### src/rtl/multiplicador_secuencial_param_if.sv
`default_nettype none
// ---------------------------------------------------------------------------
// multiplicador_secuencial_param_if: request/result bundle of the multiplier.
// Rev 1.0
// ---------------------------------------------------------------------------
interface multiplicador_secuencial_param_if #(
  parameter int WIDTH = 8
);
  logic                 i_start;
  logic                 i_signed;
  logic [WIDTH-1:0]     i_multiplicando;
  logic [WIDTH-1:0]     i_multiplicador;
  logic [2*WIDTH-1:0]   o_producto;
  logic                 o_ready;
  logic                 o_busy;

  modport master (
    output i_start, i_signed, i_multiplicando, i_multiplicador,
    input  o_producto, o_ready, o_busy
  );

  modport slave (
    input  i_start, i_signed, i_multiplicando, i_multiplicador,
    output o_producto, o_ready, o_busy
  );
endinterface
`default_nettype wire

### src/rtl/multiplicador_secuencial_param.sv
`default_nettype none
// ---------------------------------------------------------------------------
// multiplicador_secuencial_param: shift-add WIDTH x WIDTH multiplier, one bit per cycle.
// Rev 1.0
// ---------------------------------------------------------------------------
module multiplicador_secuencial_param #(
  parameter int WIDTH = 8
) (
  input  wire logic clk,
  input  wire logic rst,
  multiplicador_secuencial_param_if.slave bus
);

  localparam int CW = $clog2(WIDTH + 1);
  localparam logic [CW-1:0] C_CNT_INIT = CW'(WIDTH);
  localparam logic [CW-1:0] C_CNT_LAST = CW'(1);

  typedef enum logic [1:0] {
    S_IDLE = 2'd0,
    S_CALC = 2'd1,
    S_DONE = 2'd2
  } state_t;

  state_t               r_state;
  state_t               w_state_next;
  logic [2*WIDTH-1:0]   r_mcand;
  logic [WIDTH-1:0]     r_mplier;
  logic [2*WIDTH-1:0]   r_acc;
  logic [CW-1:0]        r_cnt;
  logic                 r_signed;
  logic [2*WIDTH-1:0]   r_producto;

  logic                 w_zero;
  logic                 w_last;
  logic [2*WIDTH-1:0]   w_addend;
  logic [2*WIDTH-1:0]   w_acc_next;

  assign w_zero = (bus.i_multiplicando == '0) || (bus.i_multiplicador == '0);
  assign w_last = (r_cnt == C_CNT_LAST);

  // The multiplier's MSB carries weight -2^(WIDTH-1) in signed mode, so its
  // partial product is subtracted instead of added; modular 2*WIDTH arithmetic
  // then yields the exact two's-complement product.
  assign w_addend   = r_mplier[0] ? r_mcand : '0;
  assign w_acc_next = (w_last && r_signed) ? (r_acc - w_addend) : (r_acc + w_addend);

  always_ff @(posedge clk) begin
    if (rst) begin
      r_state <= S_IDLE;
    end else begin
      r_state <= w_state_next;
    end
  end

  always_comb begin
    w_state_next = r_state;
    case (r_state)
      S_IDLE: begin
        if (bus.i_start) begin
          w_state_next = w_zero ? S_DONE : S_CALC;
        end
      end
      S_CALC: begin
        if (w_last) begin
          w_state_next = S_DONE;
        end
      end
      S_DONE:  w_state_next = S_IDLE;
      default: w_state_next = S_IDLE;
    endcase
  end

  always_ff @(posedge clk) begin
    if (rst) begin
      r_mcand    <= '0;
      r_mplier   <= '0;
      r_acc      <= '0;
      r_cnt      <= '0;
      r_signed   <= 1'b0;
      r_producto <= '0;
    end else begin
      case (r_state)
        S_IDLE: begin
          if (bus.i_start) begin
            r_mcand  <= {{WIDTH{bus.i_signed & bus.i_multiplicando[WIDTH-1]}},
                         bus.i_multiplicando};
            r_mplier <= bus.i_multiplicador;
            r_signed <= bus.i_signed;
            r_cnt    <= C_CNT_INIT;
            r_acc    <= '0;
            if (w_zero) begin
              r_producto <= '0;
            end
          end
        end
        S_CALC: begin
          r_acc    <= w_acc_next;
          r_mcand  <= r_mcand << 1;
          r_mplier <= r_mplier >> 1;
          r_cnt    <= r_cnt - C_CNT_LAST;
          if (w_last) begin
            r_producto <= w_acc_next;
          end
        end
        default: begin
        end
      endcase
    end
  end

  assign bus.o_producto = r_producto;
  assign bus.o_ready    = (r_state == S_DONE);
  assign bus.o_busy     = (r_state != S_IDLE);

endmodule
`default_nettype wire

### src/flat_wrapper.sv
// flat-port wrapper written by rule: the top's interface ports become plain ports
module multiplicador_secuencial_param_flat 
#(
  parameter int WIDTH = 8
)
  (clk, rst, bus_i_start, bus_i_signed, bus_i_multiplicando, bus_i_multiplicador, bus_o_producto, bus_o_ready, bus_o_busy);
  multiplicador_secuencial_param_if #(.WIDTH(WIDTH)) bus_i ();
  input  wire logic clk;
  input  wire logic rst;
  input wire logic [$bits(bus_i.i_start)-1:0] bus_i_start;
  input wire logic [$bits(bus_i.i_signed)-1:0] bus_i_signed;
  input wire logic [$bits(bus_i.i_multiplicando)-1:0] bus_i_multiplicando;
  input wire logic [$bits(bus_i.i_multiplicador)-1:0] bus_i_multiplicador;
  output wire logic [$bits(bus_i.o_producto)-1:0] bus_o_producto;
  output wire logic [$bits(bus_i.o_ready)-1:0] bus_o_ready;
  output wire logic [$bits(bus_i.o_busy)-1:0] bus_o_busy;
  assign bus_i.i_start = bus_i_start;
  assign bus_i.i_signed = bus_i_signed;
  assign bus_i.i_multiplicando = bus_i_multiplicando;
  assign bus_i.i_multiplicador = bus_i_multiplicador;
  assign bus_o_producto = bus_i.o_producto;
  assign bus_o_ready = bus_i.o_ready;
  assign bus_o_busy = bus_i.o_busy;
  multiplicador_secuencial_param #(.WIDTH(WIDTH)) u_core (.clk(clk), .rst(rst), .bus(bus_i));
endmodule
### config.mk
export PLATFORM = sky130hd
export DESIGN_NAME = multiplicador_secuencial_param_flat
export DESIGN_NICKNAME = d
export VERILOG_FILES = /design/src/rtl/multiplicador_secuencial_param_if.sv /design/src/rtl/multiplicador_secuencial_param.sv /design/src/flat_wrapper.sv
export SDC_FILE = /design/constraint.sdc
export NUM_CORES = 1
export LEC_CHECK = 0
export CAP_MARGIN = 30
export CORE_UTILIZATION = 45
export CTS_CLUSTER_SIZE = 14
export DETAILED_ROUTE_END_ITERATION = 10
export DONT_BUFFER_PORTS = 1
export PLACE_DENSITY_LB_ADDON = 0.3
export SLEW_MARGIN = 15
export SYNTH_ARGS = -nofsm -noshare
export SYNTH_HDL_FRONTEND = slang
export SYNTH_SLANG_ARGS = --single-unit
export TNS_END_PERCENT = 5
### constraint.sdc
create_clock -name clk -period 6.6 [get_ports clk]
set_clock_uncertainty 0.15 [all_clocks]
set_input_delay 0.33 -clock clk [delete_from_list [all_inputs] [get_ports clk]]
set_output_delay 0.33 -clock clk [all_outputs]
set_load 0.02 [all_outputs]
# == After elaboration in Yosys (flattened, before gate mapping) ==
# Index checks and enable logic that the tools add are counted.
# word_totals
elab_cells,46
reg_bits,63
output_inout_bits,18
# op_classes
n_reduce_logical,11
add_sub_neg,3
bitwise,1
n_mux,18
n_eq_ne,6
# op_table
cell,count
two-way mux 16 bit,7
one-hot mux 16 bit (2 select lines),3
adder 16 bit,1
logical NOT 8 bit,2
one-hot mux 8 bit (2 select lines),1
subtractor 16 bit,1
two-way mux 8 bit,1
one-hot mux 4 bit (2 select lines),1
two-way mux 2 bit,3
AND reduction 2 bit,3
== test 4 x 1 -> 1 bit (second input constant),1
two-way mux 4 bit,1
!= test 2 x 1 -> 1 bit (second input constant),2
one-hot mux 2 bit (2 select lines),1
AND reduction 4 bit,1
nonzero test 2 bit,2
subtractor 4 x 1 -> 4 bit (second input constant),1
== test 2 x 1 -> 1 bit (second input constant),1
== test 2 bit (second input constant),1
logical NOT 2 bit,1
!= test 2 bit (second input constant),1
AND 1 bit,1
logical AND 1 bit,1
logical OR 1 bit,1

# == Logic depth before layout (Yosys ltp) ==
# depth
depth_word,5
ltp_mapped,17
mapped_depth_nobuf,16

# == Worst setup path before layout ==
# No wires, ideal clock.
# synth_path
path_type,register -> register
start,register u_core.r_mplier[0]
end,register u_core.r_acc[13]
stages_incl_launch_ff,17
arrival_time_ns,3.516
setup_time_ns,0.117
slack_ns,2.818
path_cell_list,dfxtp_1 -> clkbuf_1 -> clkbuf_1 -> nand2_1 -> ha_1 -> nor2_1 -> nor2_1 -> a31oi_1 -> o21ai_0 -> ha_1 -> a21o_1 -> a21o_1 -> a211oi_4 -> o21ai_1 -> a221oi_1 -> xnor2_1 -> a22o_1
# synth_between
elab_chain_len,4
elab_cells_between_ends,5
# synth_rtl
element,line_no,rtl
"start, declared",multiplicador_secuencial_param.sv:27,logic [WIDTH-1:0] r_mplier;
"start signal, assigned",multiplicador_secuencial_param.sv:87,r_mplier <= bus.i_multiplicador;
"start signal, assigned",multiplicador_secuencial_param.sv:99,r_mplier <= r_mplier >> 1;
two-way mux 16 bit (*),multiplicador_secuencial_param.sv:44,assign w_addend = r_mplier[0] ? r_mcand : '0;
adder 16 bit / subtractor 16 bit (equally long branches),multiplicador_secuencial_param.sv:45,assign w_acc_next = (w_last && r_signed) ? (r_acc - w_addend) : (r_acc + w_addend);
two-way mux 16 bit (*),multiplicador_secuencial_param.sv:45,
one-hot mux 16 bit (2 select lines) (*),multiplicador_secuencial_param.sv:82,case (r_state)
"end signal, assigned",multiplicador_secuencial_param.sv:97,r_acc <= w_acc_next;
"end, declared",multiplicador_secuencial_param.sv:28,logic [2*WIDTH-1:0] r_acc;
# Every way passes the cells marked *; elsewhere a longest branch is shown, timed or not.
# A chain may end at the register's enable or synchronous reset.

# == Worst setup path in the final report ==
# layout_path
start,register u_core.r_cnt[0]
end,register u_core.r_acc[15]
# layout_between
elab_chain_len,4
# layout_rtl
element,line_no,rtl
"start, declared",multiplicador_secuencial_param.sv:29,logic [CW-1:0] r_cnt;
"start signal, assigned",multiplicador_secuencial_param.sv:100,r_cnt <= r_cnt - C_CNT_LAST;
== test 4 x 1 -> 1 bit,multiplicador_secuencial_param.sv:39,assign w_last = (r_cnt == C_CNT_LAST);
logical AND 1 bit,multiplicador_secuencial_param.sv:45,
two-way mux 16 bit,multiplicador_secuencial_param.sv:45,
one-hot mux 16 bit (2 select lines),multiplicador_secuencial_param.sv:82,
# Every way passes these cells.

==> flow_metrics.env <==
export IMPL_status="finished, final reports clean"
export IMPL_yosysWarnings=0
export IMPL_worst_setup_path_type="reg2reg"
export IMPL_core_sq_um=7730
export IMPL_r2r_start="u_core.r_cnt[0]"
export IMPL_cts_buffer_depth=2
export IMPL_worstPathArrival_ps=4380
export IMPL_dp_hpwl_um=5870
export IMPL_drc=0
export IMPL_portBuffers=0
export IMPL_timing_final_max_slew_violations=0
export IMPL_power_leakage_nw=1.55
export IMPL_fin_crit_sh_pct=65.0
export IMPL_stdcell_count=572
export IMPL_drive_above_1_share_pct=6.38
export IMPL_grt_pass1_vias=3055
export IMPL_clk_pin_slew_ps=80
export IMPL_worstMarginPinSlew_ps=714
export IMPL_synthesis_area_sq_um=3610
export IMPL_hold_depth=2
export IMPL_powerDensity_nw_per_um2=348
export IMPL_hold_path_startpoint="bus_i_multiplicador[6]"
export IMPL_r2r_setup_slack_ps=2310
export IMPL_ys_types=52
export IMPL_min_to="u_core.r_mplier[6]"
export IMPL_fin_total_pwr_mw=1.41
export IMPL_synthArstFlopShare_pct=0
export IMPL_num_vias=3276
export IMPL_htree_levels=3
export IMPL_synth_edf_count=0
export IMPL_avgSynthCellArea_sq_um=7.86
export IMPL_die_x_um=91.6
export IMPL_cpMostUsedCell="ha_1"
export IMPL_start_util_pct=46.8
export IMPL_rsz0062_at_grt="false"
export IMPL_hp_class="in2reg"
export IMPL_firstDrtPassIters=5
export IMPL_cp_required_ps=6690
export IMPL_min_period_ps=4290
export IMPL_finalSetupViolCount=0
export IMPL_die_y_um=91.6
export IMPL_design_area_sq_um=4050
export IMPL_cp_slowest_cell="nor3b_1"
export IMPL_wl_per_cell_um=15.3
export IMPL_crit_fanout=13
export IMPL_place_inst=540
export IMPL_totalWireLength_um=8770
export IMPL_ctsResizeCount=0
export IMPL_holdWs_ps=11.8
export IMPL_synth_nets=499
export IMPL_relSlewSlack_pct=52.3
export IMPL_grt_max_degree=53
export IMPL_clk_latency_ps=350
export IMPL_fmax_mhz=233
export IMPL_crit_path_max_incr_delay_ps=590
export IMPL_setup_tns_ps=0
export IMPL_via_per_inst=5.73
export IMPL_die_area_sq_um=8390
export IMPL_ys_ff_latch=63
export IMPL_synthToLayoutAreaGrowth_pct=11.9
export IMPL_grt_ovfl_total=0
export IMPL_globalRouteTotalUtil_pct=22.0
export IMPL_io_pins=38
export IMPL_cts_root_buffer="clkbuf_8"
export IMPL_synth_seq_area_share_pct=34.9
export IMPL_path_delay_family="compound AO/OA/AOI/OAI gates"
export IMPL_postCtsSetupBuffers=0
export IMPL_start_kind="register"
export IMPL_cts_sinks=63
export IMPL_drtIter0Drc=133
export IMPL_antennaDiodeCount=0
export IMPL_crit_buf_inv=0
export IMPL_synthFlopType="dfxtp_1"
export IMPL_crit_chain="ha_1 -> nor3b_1 -> nand2_1 -> a21o_2 -> a31oi_1 -> o21ai_0 -> ha_1 -> nand4_1 -> a21oi_1 -> a211oi_4 -> o31ai_1 -> xor2_1 -> nor4_1 -> a211o_1"
export IMPL_crit_path_end_kind="register"
export IMPL_fin_nets=504
export IMPL_gp_congestion=0.882
export IMPL_cts_tree="built"
export IMPL_dpl_cell_area_sq_um=3640
export IMPL_reg2reg_to="u_core.r_acc[15]"
export IMPL_drv_cap=0
export IMPL_worst_r2r_path_depth=14
export IMPL_synth_cells=460
export IMPL_row_count=32
export IMPL_antenna_left=0
export IMPL_numCtsBuffers=9
export IMPL_antenna_found_initial=0
export IMPL_irDropWorstVdd_uv=155
export IMPL_hold_violations=0
export IMPL_grt_pass1_wl_um=14500
[cell usage after synthesis, types with 2 or more instances]
cell type	count	area (sq um)
and2_1	5	31.3
mux2_2	2	22.5
nand3b_1	3	22.5
o31ai_1	3	22.5
nand4_1	2	12.5
nor4_1	7	43.8
buf_1	2	7.51
xnor2_1	15	131
nand2b_1	7	43.8
a311oi_1	14	123
nand2_1	80	300
a21o_1	6	45.0
ha_1	18	225
a221oi_1	2	17.5
buf_2	2	10.0
xor2_1	6	52.6
nor3b_1	2	15.0
mux2i_1	6	60.1
a31oi_1	14	87.6
nor2_1	58	218
o21ai_0	15	75.1
o22ai_1	2	12.5
o21a_1	2	15.0
dfxtp_1	63	1260
a22o_1	7	61.3
inv_1	11	41.3
clkbuf_1	19	71.3
or2b_1	2	15.0
buf_6	4	45.0
nor2b_1	4	25.0
nor3_1	3	15.0
a211o_1	2	17.5
a21oi_1	33	165
a22oi_1	4	30.0
nand3_1	18	90.1
[layout make-up]
type	count	area [sq um]
fillers	720	3680
multi-input cells	359	2180
flip-flops and latches	63	1260
repair buffers	21	208
clock buffers	10	138
well taps	102	128
clock inverters	6	92.6
inverters	11	41.3
[routing by layer]
layer	wire length, um	vias to the layer above	share of wire, %	global-route usage [%]
li1	-	1637	-	-
met1	4100	1539	47	28.1
met2	4040	81	46	35.3
met3	436	19	5.0	4.98
met4	195	0	2.2	10.4
met5	0	-	0	0
[registers in the layout, summed over array words and instances, names as in the netlist]
register               count
u_core.bus.o_producto     16
u_core.r_state             2
u_core.r_cnt               4
u_core.r_mcand            16
u_core.r_signed            1
u_core.r_acc              16
u_core.r_mplier            8
[worst max-delay path by stage]
stage / to / slack, ps / start / depth (start not counted)
3_5_place_dp: u_core.r_acc[15] / 2360 / u_core.r_cnt[0] / 14
3_3_place_gp: u_core.r_acc[15] / 2470 / u_core.r_cnt[0] / 14
4_1_cts: u_core.r_acc[15] / 2350 / u_core.r_cnt[0] / 14
2_1_floorplan: u_core.r_acc[13] / 2820 / u_core.r_mplier[0] / 16
6_report: u_core.r_acc[15] / 2310 / u_core.r_cnt[0] / 14
5_1_grt: u_core.r_acc[15] / 2000 / u_core.r_cnt[0] / 14
[through the flow]
stage | utilization, % | setup slack, ps
finish | 52.3 | 2310
global route | 52.3 | 2000
CTS | 52.3 | 2350
detailed placement | 47.2 | 2360
global placement | 47.1 | 2470
floorplan | - | 2820
[logic make-up (layout without fill, tap and decap cells)]
| logic type | count (synthesis) | after routing | share of synthesized area [%] |
|---|---|---|---|
| DFF | 63 | 63 | 34.9 |
| and+or+nand+nor | 196 | 196 | 24.7 |
| adders and majority gates | 19 | 19 | 6.79 |
| AOI/OAI and AO/OA | 115 | 115 | 21.4 |
| muxes | 8 | 8 | 2.29 |
| buffers and inverters | 38 | 48 | 4.85 |
| xor gates and xnor gates | 21 | 21 | 5.09 |
[cell usage in the layout, fill, tap and decap left out, types with 3 or more instances in the layout]
| cell | instances |
|---|---|
| nand2_1 | 80 |
| dfxtp_1 | 63 |
| nor2_1 | 58 |
| a21oi_1 | 33 |
| nand3_1 | 18 |
| ha_1 | 18 |
| o21ai_0 | 15 |
| xnor2_1 | 15 |
| dlygate4sd3_1 | 15 |
| a31oi_1 | 14 |
| a311oi_1 | 14 |
| inv_1 | 11 |
| clkbuf_8 | 10 |
| nand2b_1 | 7 |
| nor4_1 | 7 |
| a22o_1 | 7 |
| xor2_1 | 6 |
| mux2i_1 | 6 |
| a21o_1 | 6 |
| and2_1 | 5 |
| buf_4 | 5 |
| a22oi_1 | 4 |
| nor2b_1 | 4 |
| nor3_1 | 3 |
| o31ai_1 | 3 |
| nand3b_1 | 3 |
[report_power, final]
part / leakage, nW / total (mW) / internal (mW) / switching (mW)
Sequential: 0.514 / 0.459 / 0.420 / 0.0397
Clock: 0.109 / 0.391 / 0.225 / 0.166
Combinational: 0.923 / 0.556 / 0.234 / 0.322
Total: 1.55 / 1.41 / 0.879 / 0.527
[repair_timing]
action,in CTS,in global routing
setup endpoints to repair,0,0
endpoints found under the hold margin,51,0
hold buffers,16,0
(Power assumes the default switching activity.)
